File: src/rtl/neuron_layer_ctrl.sv
// neuron_layer_ctrl: issues one neuron per cycle to a pipelined datapath and tags results back to their index.
module neuron_layer_ctrl #(
  parameter int LATENCY = 7,
  parameter int ADDR_W = 8,
  parameter int VEC_W = 238
) (
  input  logic              clk,
  input  logic              rst,
  input  logic              start,
  input  logic [VEC_W-1:0]  x_in,
  input  logic [ADDR_W-1:0] base_addr,
  input  logic [ADDR_W-1:0] count,
  output logic              busy,
  output logic              done,
  output logic              w_rd,
  output logic [ADDR_W-1:0] w_addr,
  input  logic [VEC_W-1:0]  w_data,
  output logic [VEC_W-1:0]  nx,
  output logic [VEC_W-1:0]  nw,
  output logic              nce,
  input  logic [16:0]       ny,
  output logic              res_valid,
  output logic [ADDR_W-1:0] res_idx,
  output logic [16:0]       res_data
);
  typedef enum logic [1:0] {IDLE, ISSUE, DRAIN, DONE} state_t;
  state_t state, state_n;
  logic [ADDR_W-1:0] k, base, cnt;
  // stage 0 lines up with nw, stage LATENCY with ny
  logic [LATENCY:0] tv;
  logic [ADDR_W-1:0] ti [LATENCY+1];
  assign busy = state != IDLE;
  assign nce = busy;
  assign done = state == DONE;
  assign w_rd = state == ISSUE;
  assign w_addr = w_rd ? base + k : '0;
  assign nw = w_data;
  always_comb begin
    state_n = state;
    case (state)
      IDLE:  state_n = start ? (count == '0 ? DONE : ISSUE) : IDLE;
      ISSUE: state_n = k == cnt - 1'b1 ? DRAIN : ISSUE;
      DRAIN: state_n = tv == '0 ? DONE : DRAIN;
      DONE:  state_n = IDLE;
      default: state_n = IDLE;
    endcase
  end
  always_ff @(posedge clk) begin
    if (rst) begin
      state <= IDLE;
      k <= '0;
      base <= '0;
      cnt <= '0;
      nx <= '0;
      tv <= '0;
      res_valid <= 1'b0;
      res_idx <= '0;
      res_data <= '0;
    end else begin
      state <= state_n;
      if (state == IDLE && start) begin
        nx <= x_in;
        base <= base_addr;
        cnt <= count;
        k <= '0;
      end else if (w_rd) k <= k + 1'b1;
      tv <= {tv[LATENCY-1:0], w_rd};
      res_valid <= tv[LATENCY];
      if (tv[LATENCY]) begin
        res_idx <= ti[LATENCY];
        res_data <= ny;
      end
    end
  end
  always_ff @(posedge clk) begin
    ti[0] <= k;
    for (int i = 1; i <= LATENCY; i++) ti[i] <= ti[i-1];
  end
endmodule
File: config.mk
export PLATFORM = sky130hd
export DESIGN_NAME = neuron_layer_ctrl
export DESIGN_NICKNAME = d
export VERILOG_FILES = /design/src/rtl/neuron_layer_ctrl.sv
export SDC_FILE = /design/constraint.sdc
export NUM_CORES = 1
export LEC_CHECK = 0
export ABC_AREA = 1
export CORE_AREA = 2 2 397 399
export CTS_CLUSTER_SIZE = 8
export DETAILED_ROUTE_END_ITERATION = 10
export DIE_AREA = 0 0 399 401
export GPL_ROUTABILITY_DRIVEN = 0
export PLACE_DENSITY = 0.3
export SYNTH_ARGS = -nofsm -noshare
export SYNTH_HDL_FRONTEND = slang
export SYNTH_SLANG_ARGS = --single-unit
File: constraint.sdc
create_clock -name clk -period 2.7 [get_ports clk]
set_clock_uncertainty 0.05 [all_clocks]
set_input_delay 0.675 -clock clk [delete_from_list [all_inputs] [get_ports clk]]
set_output_delay 0.675 -clock clk [all_outputs]
set_load 0.01 [all_outputs]
==> metrics.log <==
INFO  metric hold-path-cell-count = 0
INFO  metric critPathKind = reg -> out
INFO  metric rsz0062_at_grt = yes
INFO  metric antenna_found_initial = 8
INFO  metric endpoint_kind = output port
INFO  metric clk_root_buffer_cell = sky130_fd_sc_hd__clkbuf_16
INFO  metric synthesis.nets = 2238
INFO  metric period_needed = 2.91 ns
INFO  metric finalWirelength = 65.7 mm
INFO  metric synth_area = 13900 um2
INFO  metric max-clock-path-buffers = 3
INFO  metric cts_inserted_buffers = 54
INFO  metric wire_length_of_the_first_global_routing_pass = 91.9 mm
INFO  metric route.detailed.vias_per_inst = 2.88
INFO  metric netlist-cell-type-count = 34
INFO  metric drtPass1Iterations = 4
INFO  metric worst_pin_slew = 0.620 ns
INFO  metric rows = 145
INFO  metric cp_slowest_cell = sky130_fd_sc_hd__fa_2
INFO  metric layout_setup_ws = -0.213 ns
INFO  metric layout_worst_path_cycle_share = 108%
INFO  metric detail_route.drc_violations = 0
INFO  metric regToRegEndpoint = state[0]
INFO  metric hold_path_end = ti[5][6]
INFO  metric timing.reg2reg.worst_path_depth = 12
INFO  metric ys_seq_area_share = 52.0%
INFO  metric timing.critical_path.max_delay_family = adder cells
INFO  metric cts_sinks = 362
INFO  metric critical_path_arrival = 2.19 ns
INFO  metric synthesis.instances = 1716
INFO  metric drv_slew = 0
INFO  metric final-setup-viol-count = 4
INFO  metric worstHoldStart = ti[4][6]
INFO  metric mean_post_synth_cell_area = 8.12 um2
INFO  metric cts_htree_levels = 2
INFO  metric power_density = 669 nW/um2
INFO  metric setup.reg_to_reg.worst_slack = 0.96 ns
INFO  metric detail_route.iter0.violations = 461
INFO  metric floorplan.core_area = 156000 um2
INFO  metric status = complete, but fails checks
INFO  metric design.die.area = 160000 um2
INFO  metric critical_path.max_fanout = 2
INFO  metric number_of_buffer_and_inverter_instances_along_the_worst_setup_path = 1
INFO  metric die_width = 399 um
INFO  metric required_time_at_the_endpoint_of_the_critical_path = 1.98 ns
INFO  metric start_of_the_worst_register_to_register_path = cnt[0]
INFO  metric layout-drive-gt1-share = 9.26%
INFO  metric worst_slew_margin_rel = 58.4%
INFO  metric detail_route.wl_per_cell = 15.8 um
INFO  metric die_h = 401 um
INFO  metric placement.io_buffers = 549
INFO  metric cellLeakagePower = 8.24 nW
INFO  metric setup_total_negative_slack = -0.476 ns
INFO  metric ys_warn_count = 0
INFO  metric vias = 12.0k
INFO  metric final_antenna_net_count = 0
INFO  metric clk_latency = 0.62 ns
INFO  metric start_util = 8.95%
INFO  metric tritoncts = done
INFO  metric first_global_vias = 12.1k
INFO  metric clk_pin_slew_worst_paths = 0.05 ns
INFO  metric hold_path.class = reg -> reg
INFO  metric start_kind = flip-flop
INFO  metric worst_ir_drop_vdd = 0.429 mV
INFO  metric violations = negative setup slack
INFO  metric worstPathCellList = ha_4 > fa_2 > nand3_2 > nand3_2 > nand2_1 > nand2_1 > a21oi_2 > xor2_1 > nor2_1 > buf_2
INFO  metric finalPower = 14.9 mW
INFO  metric flow.area_growth_from_synthesis = 59.7%
INFO  metric hpwl = 49.7 mm
INFO  metric gr-usage-all-layers = 7.88%
INFO  metric global_route.overflow_total = 0
INFO  metric fin_nets = 2604
INFO  metric slowest_stage_delay_on_critical_path = 0.35 ns
INFO  metric endpoints_failing_hold = 0
INFO  metric timing.fmax = 343 MHz
INFO  metric grt_start_max_net_pins = 66
INFO  metric top_level_ports = 1026
INFO  metric yosys_register_bits = 362
INFO  metric max-cap-violations = 0
## worst max path at each step
stage                      to  slack, ns     from  depth (start not counted)
finish              w_addr[6]      -0.21  base[0]                         10
global route        w_addr[6]      -0.38  base[0]                         10
CTS                 w_addr[6]      -0.40  base[0]                         10
detailed placement  w_addr[6]      -0.14     k[0]                         10
global placement    w_addr[6]      -0.25     k[0]                         10
floorplan           w_addr[6]       0.39     k[0]                          9
## registers in the layout, summed over array words and instances (netlist names)
signal,count
cnt,8
k,8
nx,238
base,8
ti,64
res_valid,1
res_idx,8
res_data,17
tv,8
state,2
## synthesized netlist by cell type, drive strengths merged
library cell | number | area (um2)
o21a | 1 | 7.51
nor2 | 588 | 2210
xor2 | 3 | 26.3
nand4 | 2 | 12.5
nor4 | 3 | 18.8
nor3 | 4 | 25.0
a31oi | 3 | 18.8
a21oi | 19 | 95.1
a211oi | 1 | 7.51
nand2b | 1 | 6.26
inv | 34 | 130
clkinv | 2 | 7.51
xnor2 | 4 | 35.0
nand2 | 48 | 190
fa | 1 | 20.0
nand3 | 14 | 75.1
ha | 9 | 113
clkbuf | 45 | 180
nand3b | 1 | 7.51
dfxtp | 362 | 7250
buf | 286 | 2070
o21ai | 285 | 1430
## where the power goes
part / total (mW) / switching [mW] / internal (mW)
logic: 2.39 / 1.13 / 1.26
registers: 5.91 / 0.196 / 5.71
clock network: 6.58 / 2.67 / 3.91
## layout make-up
class                           count  area [um2]
Multi-Input combinational cell    987        4390
Antenna cell                        4        10.0
Inverter                           36         154
Clock buffer                       60        1410
Sequential cell                   362        7250
Clock inverter                      8         138
Fill cell                       17800      133000
Tap cell                         2058        2570
Timing Repair Buffer              641        6320
## timing repair
action                     4_1_cts  5_1_grt
pin swaps                        8        8
resized for setup               53        6
setup buffers                    3        3
setup endpoints to repair       11        6
hold buffers                     0        0
## per-stage QoR
| stage | std cells | util, % | hold WS (ns) | setup WS (ns) | area (um2) |
|---|---|---|---|---|---|
| 5_1_grt | 4153 | 14.3 | 0.277 | -0.383 | 22200 |
| 2_1_floorplan | 1716 | - | 0.260 | 0.386 | 13900 |
| 6_report | 4156 | 14.3 | 0.269 | -0.213 | 22300 |
| 3_5_place_dp | 4079 | 13.2 | 0.262 | -0.142 | 20600 |
| 3_3_place_gp | 4079 | 13.2 | 0.260 | -0.248 | 20600 |
| 4_1_cts | 4150 | 14.3 | 0.270 | -0.397 | 22200 |
## cell families (layout without fill, tap and decap cells)
| family | after synthesis | in the layout | synth area share (%) |
|---|---|---|---|
| DFF | 362 | 362 | 52.0 |
| other | 0 | 4 | 0 |
| buffers and inverters | 367 | 745 | 17.1 |
| adders and majority gates | 10 | 10 | 0.952 |
| xor gates and xnor gates | 7 | 7 | 0.440 |
| and+or+nand+nor | 661 | 661 | 18.3 |
| AOI/OAI and AO/OA | 309 | 309 | 11.2 |
## layout by cell type (no fill, tap or decap), types with 2 or more instances in the layout
cell and count:
sky130_fd_sc_hd__nor4_1 3, sky130_fd_sc_hd__nor3_1 3, sky130_fd_sc_hd__clkdlybuf4s50_1 539, sky130_fd_sc_hd__inv_1 30, sky130_fd_sc_hd__buf_12 13, sky130_fd_sc_hd__clkinv_2 2
sky130_fd_sc_hd__a21oi_1 16, sky130_fd_sc_hd__buf_2 7, sky130_fd_sc_hd__nand4_1 2, sky130_fd_sc_hd__inv_8 2, sky130_fd_sc_hd__nand2_2 2, sky130_fd_sc_hd__bufinv_16 3
sky130_fd_sc_hd__nor2_2 2, sky130_fd_sc_hd__xnor2_1 4, sky130_fd_sc_hd__nand2_1 45, sky130_fd_sc_hd__ha_4 4, sky130_fd_sc_hd__ha_1 5, sky130_fd_sc_hd__nand3_1 10
sky130_fd_sc_hd__o21ai_0 276, sky130_fd_sc_hd__inv_2 2, sky130_fd_sc_hd__o21ai_1 7, sky130_fd_sc_hd__buf_6 3, sky130_fd_sc_hd__clkbuf_16 55, sky130_fd_sc_hd__o21ai_2 2
sky130_fd_sc_hd__xor2_1 3, sky130_fd_sc_hd__dfxtp_1 356, sky130_fd_sc_hd__nand3_2 4, sky130_fd_sc_hd__nor2_1 586, sky130_fd_sc_hd__dlygate4sd2_1 3, sky130_fd_sc_hd__dfxtp_2 6
sky130_fd_sc_hd__clkbuf_1 4, sky130_fd_sc_hd__a31oi_1 3, sky130_fd_sc_hd__diode_2 4, sky130_fd_sc_hd__buf_4 76, sky130_fd_sc_hd__a21oi_2 3
## routing by layer
metal  global-route usage, %  vias to the layer above  wire length [um]
li1                        -                     5924                 -
met1                    9.63                     5277             28100
met2                    10.9                      644             26200
met3                    4.58                      113              8850
met4                    3.44                       10              2430
met5                    1.06                        -               101
(Power assumes the default switching activity.)
